[src/rtl/exe_stage_pipe.sv]
// exe_stage_pipe: pipelined ARM execute stage with its own EX/MEM output register.
// It has a valid/ready handshake on both sides and N-way operand forwarding.
// An iterative MUL/MLA unit retires MUL_BITS multiplier bits per cycle and
// holds the stage (in_ready=0) until the result is written.
// Optional build macro: MUL_EARLY_TERM_EN. When it is defined, a multiply
// finishes as soon as the remaining multiplier bits are all zero. The result
// is the same in both builds.
module exe_stage_pipe #(
  parameter int WORD_LENGTH = 32,
  parameter int FWD_SRCS    = 2,
  parameter int MUL_BITS    = 4,
  localparam int FS         = $clog2(FWD_SRCS + 1)
) (
  input  logic                            clk,
  input  logic                            rst,
  input  logic                            in_valid,
  output logic                            in_ready,
  output logic                            out_valid,
  input  logic                            out_ready,
  input  logic                            flush,
  input  logic                            wb_en_in,
  input  logic                            mem_r_en_in,
  input  logic                            mem_w_en_in,
  input  logic                            status_w_en_in,
  input  logic                            branch_taken_in,
  input  logic                            immd,
  input  logic                            is_mul,
  input  logic                            mul_acc,
  input  logic [WORD_LENGTH-1:0]          pc_in,
  input  logic [WORD_LENGTH-1:0]          val_Rn,
  input  logic [WORD_LENGTH-1:0]          val_Rm_in,
  input  logic [WORD_LENGTH-1:0]          val_Rs,
  input  logic [3:0]                      exe_cmd,
  input  logic [3:0]                      dest_in,
  input  logic [23:0]                     signed_immd_24,
  input  logic [11:0]                     shift_operand,
  input  logic [3:0]                      status_reg_in,
  input  logic [FS-1:0]                   fwd_sel_src1,
  input  logic [FS-1:0]                   fwd_sel_src2,
  input  logic [FWD_SRCS*WORD_LENGTH-1:0] fwd_values,
  output logic                            wb_en_out,
  output logic                            mem_r_en_out,
  output logic                            mem_w_en_out,
  output logic                            status_w_en_out,
  output logic                            branch_taken_out,
  output logic [3:0]                      dest_out,
  output logic [WORD_LENGTH-1:0]          alu_res,
  output logic [WORD_LENGTH-1:0]          val_Rm_out,
  output logic [WORD_LENGTH-1:0]          branch_address,
  output logic [3:0]                      status_register
);

  localparam int W     = WORD_LENGTH;
  localparam int STEPS = WORD_LENGTH / MUL_BITS;
  localparam int CW    = $clog2(STEPS + 1);
  localparam logic [CW-1:0] CNT_LOAD = CW'(STEPS);
  localparam logic [CW-1:0] CNT_ONE  = CW'(1);
  localparam logic [CW-1:0] CNT_ZERO = CW'(0);

  typedef enum logic [1:0] {
    ST_IDLE = 2'b00,
    ST_MUL  = 2'b01,
    ST_HOLD = 2'b10
  } state_t;

  typedef struct packed {
    logic [W-1:0] res;
    logic         c;
    logic         v;
  } alu_out_t;

  // Operand select: 0 and out-of-range selectors keep the register value.
  function automatic logic [W-1:0] fwd_pick(input logic [FS-1:0] sel,
                                            input logic [W-1:0] reg_val,
                                            input logic [FWD_SRCS*W-1:0] vals);
    logic [W-1:0] r;
    r = reg_val;
    for (int k = 0; k < FWD_SRCS; k++) begin
      if (int'(sel) == k + 1) begin
        r = vals[k*W +: W];
      end
    end
    return r;
  endfunction

  function automatic logic [W-1:0] ror_f(input logic [W-1:0] x, input logic [4:0] amt);
    logic [W-1:0] r;
    if (amt == 5'd0) begin
      r = x;
    end else begin
      r = (x >> amt) | (x << (W - int'(amt)));
    end
    return r;
  endfunction

  // Second ALU operand: memory offset, rotated immediate, or shifted register.
  function automatic logic [W-1:0] val2_f(input logic [W-1:0] rm, input logic [11:0] op,
                                          input logic is_imm, input logic is_mem);
    logic [W-1:0] r;
    if (is_mem) begin
      r = {{(W-12){1'b0}}, op};
    end else if (is_imm) begin
      r = ror_f({{(W-8){1'b0}}, op[7:0]}, {op[11:8], 1'b0});
    end else begin
      case (op[6:5])
        2'b00:   r = rm << op[11:7];
        2'b01:   r = rm >> op[11:7];
        2'b10:   r = $signed(rm) >>> op[11:7];
        2'b11:   r = ror_f(rm, op[11:7]);
        default: r = rm;
      endcase
    end
    return r;
  endfunction

  // ARM ALU: C is "no borrow" for subtraction. Logical ops keep the incoming C/V.
  function automatic alu_out_t alu_f(input logic [3:0] cmd, input logic [W-1:0] a,
                                     input logic [W-1:0] b, input logic [3:0] st);
    alu_out_t     o;
    logic [W:0]   sum;
    logic [W-1:0] b_eff;
    logic         ci;
    logic         arith;
    o.res = {W{1'b0}};
    o.c   = st[2];
    o.v   = st[0];
    b_eff = b;
    ci    = 1'b0;
    arith = 1'b0;
    case (cmd)
      4'b0001: o.res = b;
      4'b1001: o.res = ~b;
      4'b0010: arith = 1'b1;
      4'b0011: begin arith = 1'b1; ci = st[2]; end
      4'b0100: begin arith = 1'b1; b_eff = ~b; ci = 1'b1; end
      4'b0101: begin arith = 1'b1; b_eff = ~b; ci = st[2]; end
      4'b0110: o.res = a & b;
      4'b0111: o.res = a | b;
      4'b1000: o.res = a ^ b;
      default: o.res = {W{1'b0}};
    endcase
    sum = {1'b0, a} + {1'b0, b_eff} + {{W{1'b0}}, ci};
    if (arith) begin
      o.res = sum[W-1:0];
      o.c   = sum[W];
      o.v   = (a[W-1] == b_eff[W-1]) & (sum[W-1] != a[W-1]);
    end
    return o;
  endfunction

  state_t       state_r, state_nxt_s;
  logic [W-1:0] mcand_r, mplier_r, prod_r, acc_r;
  logic [CW-1:0] cnt_r;
  logic [1:0]   cv_r;
  logic         out_valid_r, wb_en_r, mem_r_en_r, mem_w_en_r, status_w_en_r, branch_taken_r;
  logic [3:0]   dest_r, status_r;
  logic [W-1:0] alu_res_r, val_rm_r, br_addr_r;

  logic [W-1:0] src1_s, src2_s, val2_s, br_addr_s, term_s, prod_nxt_s, fin_res_s;
  alu_out_t     alu_s;
  logic         out_free_s, accept_s, last_s, finish_s;

  assign out_free_s = ~out_valid_r | out_ready;
  assign in_ready   = (state_r == ST_IDLE) & out_free_s;
  assign accept_s   = in_valid & in_ready & ~flush;

  assign src1_s    = fwd_pick(fwd_sel_src1, val_Rn, fwd_values);
  assign src2_s    = fwd_pick(fwd_sel_src2, val_Rm_in, fwd_values);
  assign val2_s    = val2_f(src2_s, shift_operand, immd, mem_r_en_in | mem_w_en_in);
  assign alu_s     = alu_f(exe_cmd, src1_s, val2_s, status_reg_in);
  assign br_addr_s = pc_in + {{(W-26){signed_immd_24[23]}}, signed_immd_24, 2'b00};

  assign term_s     = mcand_r * {{(W-MUL_BITS){1'b0}}, mplier_r[MUL_BITS-1:0]};
  assign prod_nxt_s = prod_r + term_s;

  // Last multiply step: counter exhausted, or (early-term build) no multiplier bits left.
  always_comb begin
    last_s = 1'b0;
`ifdef MUL_EARLY_TERM_EN
    last_s = (cnt_r == CNT_ONE) | (mplier_r[W-1:MUL_BITS] == {(W-MUL_BITS){1'b0}});
`else
    last_s = (cnt_r == CNT_ONE);
`endif
  end

  // Multiply result and the condition under which it goes into the output register.
  always_comb begin
    fin_res_s = {W{1'b0}};
    finish_s  = 1'b0;
    if (state_r == ST_HOLD) begin
      fin_res_s = prod_r + acc_r;
      finish_s  = out_free_s & ~flush;
    end else if (state_r == ST_MUL) begin
      fin_res_s = prod_nxt_s + acc_r;
      finish_s  = last_s & out_free_s & ~flush;
    end else begin
      fin_res_s = {W{1'b0}};
      finish_s  = 1'b0;
    end
  end

  // FSM state register.
  always_ff @(posedge clk or negedge rst) begin
    if (!rst) begin
      state_r <= ST_IDLE;
    end else begin
      state_r <= state_nxt_s;
    end
  end

  // FSM next state. Flush always returns to IDLE.
  always_comb begin
    state_nxt_s = state_r;
    case (state_r)
      ST_IDLE: begin
        if (accept_s && is_mul) begin
          state_nxt_s = ST_MUL;
        end else begin
          state_nxt_s = ST_IDLE;
        end
      end
      ST_MUL: begin
        if (flush) begin
          state_nxt_s = ST_IDLE;
        end else if (last_s) begin
          state_nxt_s = out_free_s ? ST_IDLE : ST_HOLD;
        end else begin
          state_nxt_s = ST_MUL;
        end
      end
      ST_HOLD: begin
        if (flush || out_free_s) begin
          state_nxt_s = ST_IDLE;
        end else begin
          state_nxt_s = ST_HOLD;
        end
      end
      default: state_nxt_s = ST_IDLE;
    endcase
  end

  // Iterative multiplier: operand capture at accept, then one digit per cycle.
  always_ff @(posedge clk or negedge rst) begin
    if (!rst) begin
      mcand_r  <= {W{1'b0}};
      mplier_r <= {W{1'b0}};
      prod_r   <= {W{1'b0}};
      acc_r    <= {W{1'b0}};
      cnt_r    <= CNT_ZERO;
      cv_r     <= 2'b00;
    end else if (flush) begin
      mplier_r <= {W{1'b0}};
      prod_r   <= {W{1'b0}};
      cnt_r    <= CNT_ZERO;
    end else if (accept_s && is_mul) begin
      mcand_r  <= src1_s;
      mplier_r <= val_Rs;
      prod_r   <= {W{1'b0}};
      acc_r    <= mul_acc ? src2_s : {W{1'b0}};
      cnt_r    <= CNT_LOAD;
      cv_r     <= {status_reg_in[2], status_reg_in[0]};
    end else if (state_r == ST_MUL) begin
      prod_r <= prod_nxt_s;
      if (last_s) begin
        cnt_r <= CNT_ZERO;
      end else begin
        mcand_r  <= mcand_r << MUL_BITS;
        mplier_r <= mplier_r >> MUL_BITS;
        cnt_r    <= cnt_r - CNT_ONE;
      end
    end
  end

  // EX/MEM output register. It holds while out_valid is set and out_ready is low.
  always_ff @(posedge clk or negedge rst) begin
    if (!rst) begin
      out_valid_r    <= 1'b0;
      wb_en_r        <= 1'b0;
      mem_r_en_r     <= 1'b0;
      mem_w_en_r     <= 1'b0;
      status_w_en_r  <= 1'b0;
      branch_taken_r <= 1'b0;
      dest_r         <= 4'd0;
      status_r       <= 4'd0;
      alu_res_r      <= {W{1'b0}};
      val_rm_r       <= {W{1'b0}};
      br_addr_r      <= {W{1'b0}};
    end else if (flush) begin
      out_valid_r <= 1'b0;
    end else if (accept_s) begin
      // Controls for a multiply are parked here; the result follows later.
      out_valid_r    <= ~is_mul;
      wb_en_r        <= wb_en_in;
      mem_r_en_r     <= mem_r_en_in;
      mem_w_en_r     <= mem_w_en_in;
      status_w_en_r  <= status_w_en_in;
      branch_taken_r <= branch_taken_in;
      dest_r         <= dest_in;
      val_rm_r       <= src2_s;
      br_addr_r      <= br_addr_s;
      if (!is_mul) begin
        alu_res_r <= alu_s.res;
        status_r  <= {alu_s.res[W-1], alu_s.c, (alu_s.res == {W{1'b0}}), alu_s.v};
      end
    end else if (finish_s) begin
      out_valid_r <= 1'b1;
      alu_res_r   <= fin_res_s;
      status_r    <= {fin_res_s[W-1], cv_r[1], (fin_res_s == {W{1'b0}}), cv_r[0]};
    end else if (out_valid_r && out_ready) begin
      out_valid_r <= 1'b0;
    end
  end

  assign out_valid        = out_valid_r;
  assign wb_en_out        = wb_en_r;
  assign mem_r_en_out     = mem_r_en_r;
  assign mem_w_en_out     = mem_w_en_r;
  assign status_w_en_out  = status_w_en_r;
  assign branch_taken_out = branch_taken_r;
  assign dest_out         = dest_r;
  assign alu_res          = alu_res_r;
  assign val_Rm_out       = val_rm_r;
  assign branch_address   = br_addr_r;
  assign status_register  = status_r;

endmodule
[config.mk]
export PLATFORM = sky130hd
export DESIGN_NAME = exe_stage_pipe
export DESIGN_NICKNAME = d
export VERILOG_FILES = /design/src/rtl/exe_stage_pipe.sv
export SDC_FILE = /design/constraint.sdc
export NUM_CORES = 2
export LEC_CHECK = 0
export CAP_MARGIN = 30
export CORE_UTILIZATION = 40
export CTS_CLUSTER_DIAMETER = 100
export CTS_CLUSTER_SIZE = 25
export DETAILED_ROUTE_END_ITERATION = 7
export PLACE_DENSITY_LB_ADDON = 0.1
export REMOVE_ABC_BUFFERS = 1
export SYNTH_ARGS = -nofsm -noshare
export SYNTH_HDL_FRONTEND = slang
export SYNTH_SLANG_ARGS = --single-unit
[constraint.sdc]
create_clock -name clk -period 6.86 [get_ports clk]
set_input_delay 1.029 -clock clk [delete_from_list [all_inputs] [get_ports clk]]
set_output_delay 1.029 -clock clk [all_outputs]
set_load 0.01 [all_outputs]
==> metrics.md <==
| Metric | Value |
|---|---|
| Worst path slowest cell | `fa_1` |
| Met3 usage | `0.0916` |
| R2R depth | `34` |
| Drt first pass iters | `8` |
| CTS tree | `done` |
| IO Count | `368` |
| Cell area after placement | `47900 sq um` |
| Leading area contributor after synthesis | `dfrtp_1` |
| Met1 Resource Use GR | `0.547` |
| Fmax | `139 MHz` |
| Layout cells sized above 1 | `0.273` |
| Yosys Warn Count | `0` |
| Final worst slack | `-320 ps` |
| Max-slew violation total from the final report | `0` |
| Mux cell area share after synthesis | `0.146` |
| Worst-case clock buffer depth | `3` |
| Netlist cell types | `107` |
| Routed Antenna Nets | `0` |
| Adder-Cell Fraction of Synth Area | `0.132` |
| Final Hold Viols | `0` |
| Critical R2R Launch | `mplier_r[1]` |
| CP delay by family, top | `compound AO/OA/AOI/OAI gates` |
| First-pass GRT wire length | `285 mm` |
| Final HPWL DP | `163 mm` |
| Largest family of logic cells by synthesized area | `compound AO/OA/AOI/OAI gates` |
| Starting Density | `0.403` |
| FP Rows | `109` |
| Vias in the first global route | `40900` |
| Global placer's final weighted congestion | `1.12` |
| Final period utilization | `1.05` |
| Cts bufs inserted | `22` |
| Final wirelength | `202 mm` |
| Violated checks | `design-rule violations, negative setup slack` |
| PwrDens | `184 nW/um^2` |
| Commonest non-fill, non-tap cells in the layout | `buf_4 (1107), nand2_1 (498), clkdlybuf4s50_1 (354), nor2_1 (280), o21ai_0 (277)` |
| CTS root buf | `clkbuf_16` |
| Synth top area cells | `dfrtp_1 (17%), ha_1 (8.0%), mux2i_1 (5.9%)` |
| R2r endpoint | `status_register[1]` |
| FF/Latch Area | `6130 sq um` |
| Antenna violations before repair | `14` |
| Ys flop type | `dfrtp_1` |
| Largest net degree at the start of global routing | `164` |
| Compound-Gate Fraction of Synth Area | `0.262` |
| Number of synthesized flops with an enable pin | `0` |
| Kind of end point of the critical path | `register` |
| GRT met2 Usage | `0.674` |
| H-tree lvl count | `1` |
| Fill cell count | `8246` |
| Setup CP Type | `reg -> reg` |
| Arrival time at the worst endpoint | `7740 ps` |
| Reg2Reg Setup Slack | `-320 ps` |
| Drt drc | `9` |
| Leakage power | `23.1 nW` |
| Post-synth ARST share | `1.00` |
| Die area | `90200 sq um` |
| Worst-skew pair later-pin latency | `630 ps` |
| Hold Slack | `414 ps` |
| Area added between synthesis and finish | `39.7%` |
| Final core utilization | `0.564` |
| GRT Resource Usage Total | `0.432` |
| Clock sink count | `245` |
| HP Class | `in -> async` |
| Design area | `49700 sq um` |
| Clk slew on worst S/H paths | `100 ps` |
| Area fraction of the dominant cell type after synthesis | `0.172` |
| Post-Synth Simple-Gate Area | `0.170` |
| PortBufs | `365` |
| Finish-stage setup viols | `6` |
| Critical Path RT | `7420 ps` |
| Post-Synth XOR/XNOR Area | `0.0477` |
| Status | `finished with violations` |
| Vias/cell | `6.22` |
| Slew of the pin with the lowest slew margin | `1100 ps` |
| Buffers and inverters on the worst path | `5` |
| Mapped cell area | `35600 sq um` |
| Drt wl/cell | `29.7 um` |
| Die width | `300 um` |
| Post-synthesis sequential area ratio | `0.172` |
| Die height | `300 um` |
| Setup repair after global routing missed its margin | `true` |
| Max Fanout on Critical Path | `11` |
| Max-cap violation count | `0` |
| Detailed Route Iter0 Violations | `4780` |
| Peak VDD IR | `0.287 mV` |
| Clock period minus worst slack | `7180 ps` |
| Crit path top cell by count | `fa_1` |
| Routed vias | `42400` |
| Clock Skew | `24.8 ps` |
| Leading cell type in the layout, fill and taps excluded | `buf_4` |
| Slowest stage delay, CP | `530 ps` |
| Busiest grt layer | `met2` |
| Area of the multi-input gates | `27800 sq um` |
| Core footprint | `88200 sq um` |
| Slew HR | `0.268` |
| Gate Count Post-Synth | `4409` |
| Mapped Avg Cell Area | `8.07 sq um` |
| Nets | `6197` |
| Type of origin of the critical path | `register` |
| Worst slack at placement | `-1500 ps` |
| Post-synthesis register bit count | `245` |
| Grt total ovfl | `0` |
==> registers in the layout, summed over array words and instances (netlist names), 4 cells and up <==
name / cells
acc_r: 32
branch_address: 32
mcand_r: 32
mplier_r: 32
prod_r: 32
val_Rm_out: 32
alu_res: 31
cnt_r: 4
dest_out: 4
status_register: 4
==> through the flow <==
| stage | power [W] | instances | TNS [ps] |
|---|---|---|---|
| 2_1_floorplan | 0.00437 | 4100 | -22810 |
| 3_3_place_gp | 0.00723 | 6737 | -16630 |
| 3_5_place_dp | 0.00727 | 6739 | -17600 |
| 4_1_cts | 0.00892 | 6788 | -412 |
| 5_1_grt | 0.00955 | 6802 | -2900 |
| 6_report | 0.00914 | 6807 | -661 |
==> cells in the mapped netlist, drive strengths merged, types with 16 or more instances <==
cell and instances:
a2111oi 21, a21oi 290, nor4 21, nand3 93, o22ai 61, and2 113
a221oi 40, fa 91, dfrtp 245, mux4 95, o21a 41, ha 228
nor2 284, a21o 75, inv 280, xnor2 142, nor3 68, clkbuf 200
mux2 83, a222oi 33, nand2 502, xor2 49, o21ai 298, nor2b 52
or3 17, a211oi 103, nand4 36, a22o 16, nand2b 35, mux2i 211
a221o 19, a211o 19, and3 25, a22oi 55, buf 109, o31ai 26
o221ai 22, o211ai 52, a31oi 47
==> worst register-to-register path: cells and delay by family, from the launching register on <==
kind | cells | cell delay [ps]
adder cells (fa/ha/maj) | 5 | 1980
XOR/XNOR | 2 | 210
flip-flops | 1 | 430
buffers and inverters | 5 | 560
AO/OA/AOI/OAI | 13 | 2150
AND/OR/NAND/NOR | 9 | 1780
==> kinds of logic (layout without fill, tap and decap cells) <==
logic type,after synthesis,count (layout)
mux,389,389
other cells,0,5
buf+inv,590,1818
xor+xnor,192,192
compound gates,1375,1375
simple gates,1298,1298
flops,245,245
fa+ha+maj,320,320
==> how the worst max path moves through the flow <==
stage / startpoint / endpoint / cells past startpoint
after floorplan: out_ready / status_register[1] / 13
after global placement: val_Rm_in[20] / status_register[1] / 28
after detailed placement: val_Rm_in[20] / status_register[1] / 27
after CTS: val_Rm_in[20] / status_register[1] / 28
after global routing: mplier_r[1] / status_register[1] / 34
final: mplier_r[1] / status_register[1] / 34
==> routing by layer <==
metal  vias to the layer above  part of all wire
met5                         -           0.00040
met4                        12             0.074
met3                       631             0.094
met2                      2342              0.44
met1                     20700              0.39
li1                      18700                 -
==> where the power goes <==
group | leakage, nW | internal [W] | switching, W
combinational | 19.5 | 0.00255 | 0.00302
clock | 0.420 | 0.000721 | 0.000833
sequential | 3.16 | 0.00174 | 0.000277
==> final cells by class <==
| type | instances | area share |
|---|---|---|
| Multi-Input combinational cell | 3574 | 0.558 |
| Timing Repair Buffer | 1497 | 0.250 |
| Sequential cell | 245 | 0.123 |
| Tap cell | 1165 | 0.0293 |
| Inverter | 281 | 0.0212 |
| Clock buffer | 23 | 0.0113 |
| Clock inverter | 17 | 0.00626 |
| Antenna cell | 5 | 0.000252 |
==> repair_timing <==
item | in CTS | in global routing
pin swaps | 23 | 34
cloned | 1 | 1
resized for setup | 68 | 93
setup endpoints to repair | 15 | 17
buffers inserted | 8 | 12
endpoints found under the hold margin | 0 | 0
hold buffers | 0 | 0
No activity file was read; power rests on OpenSTA's default activity.
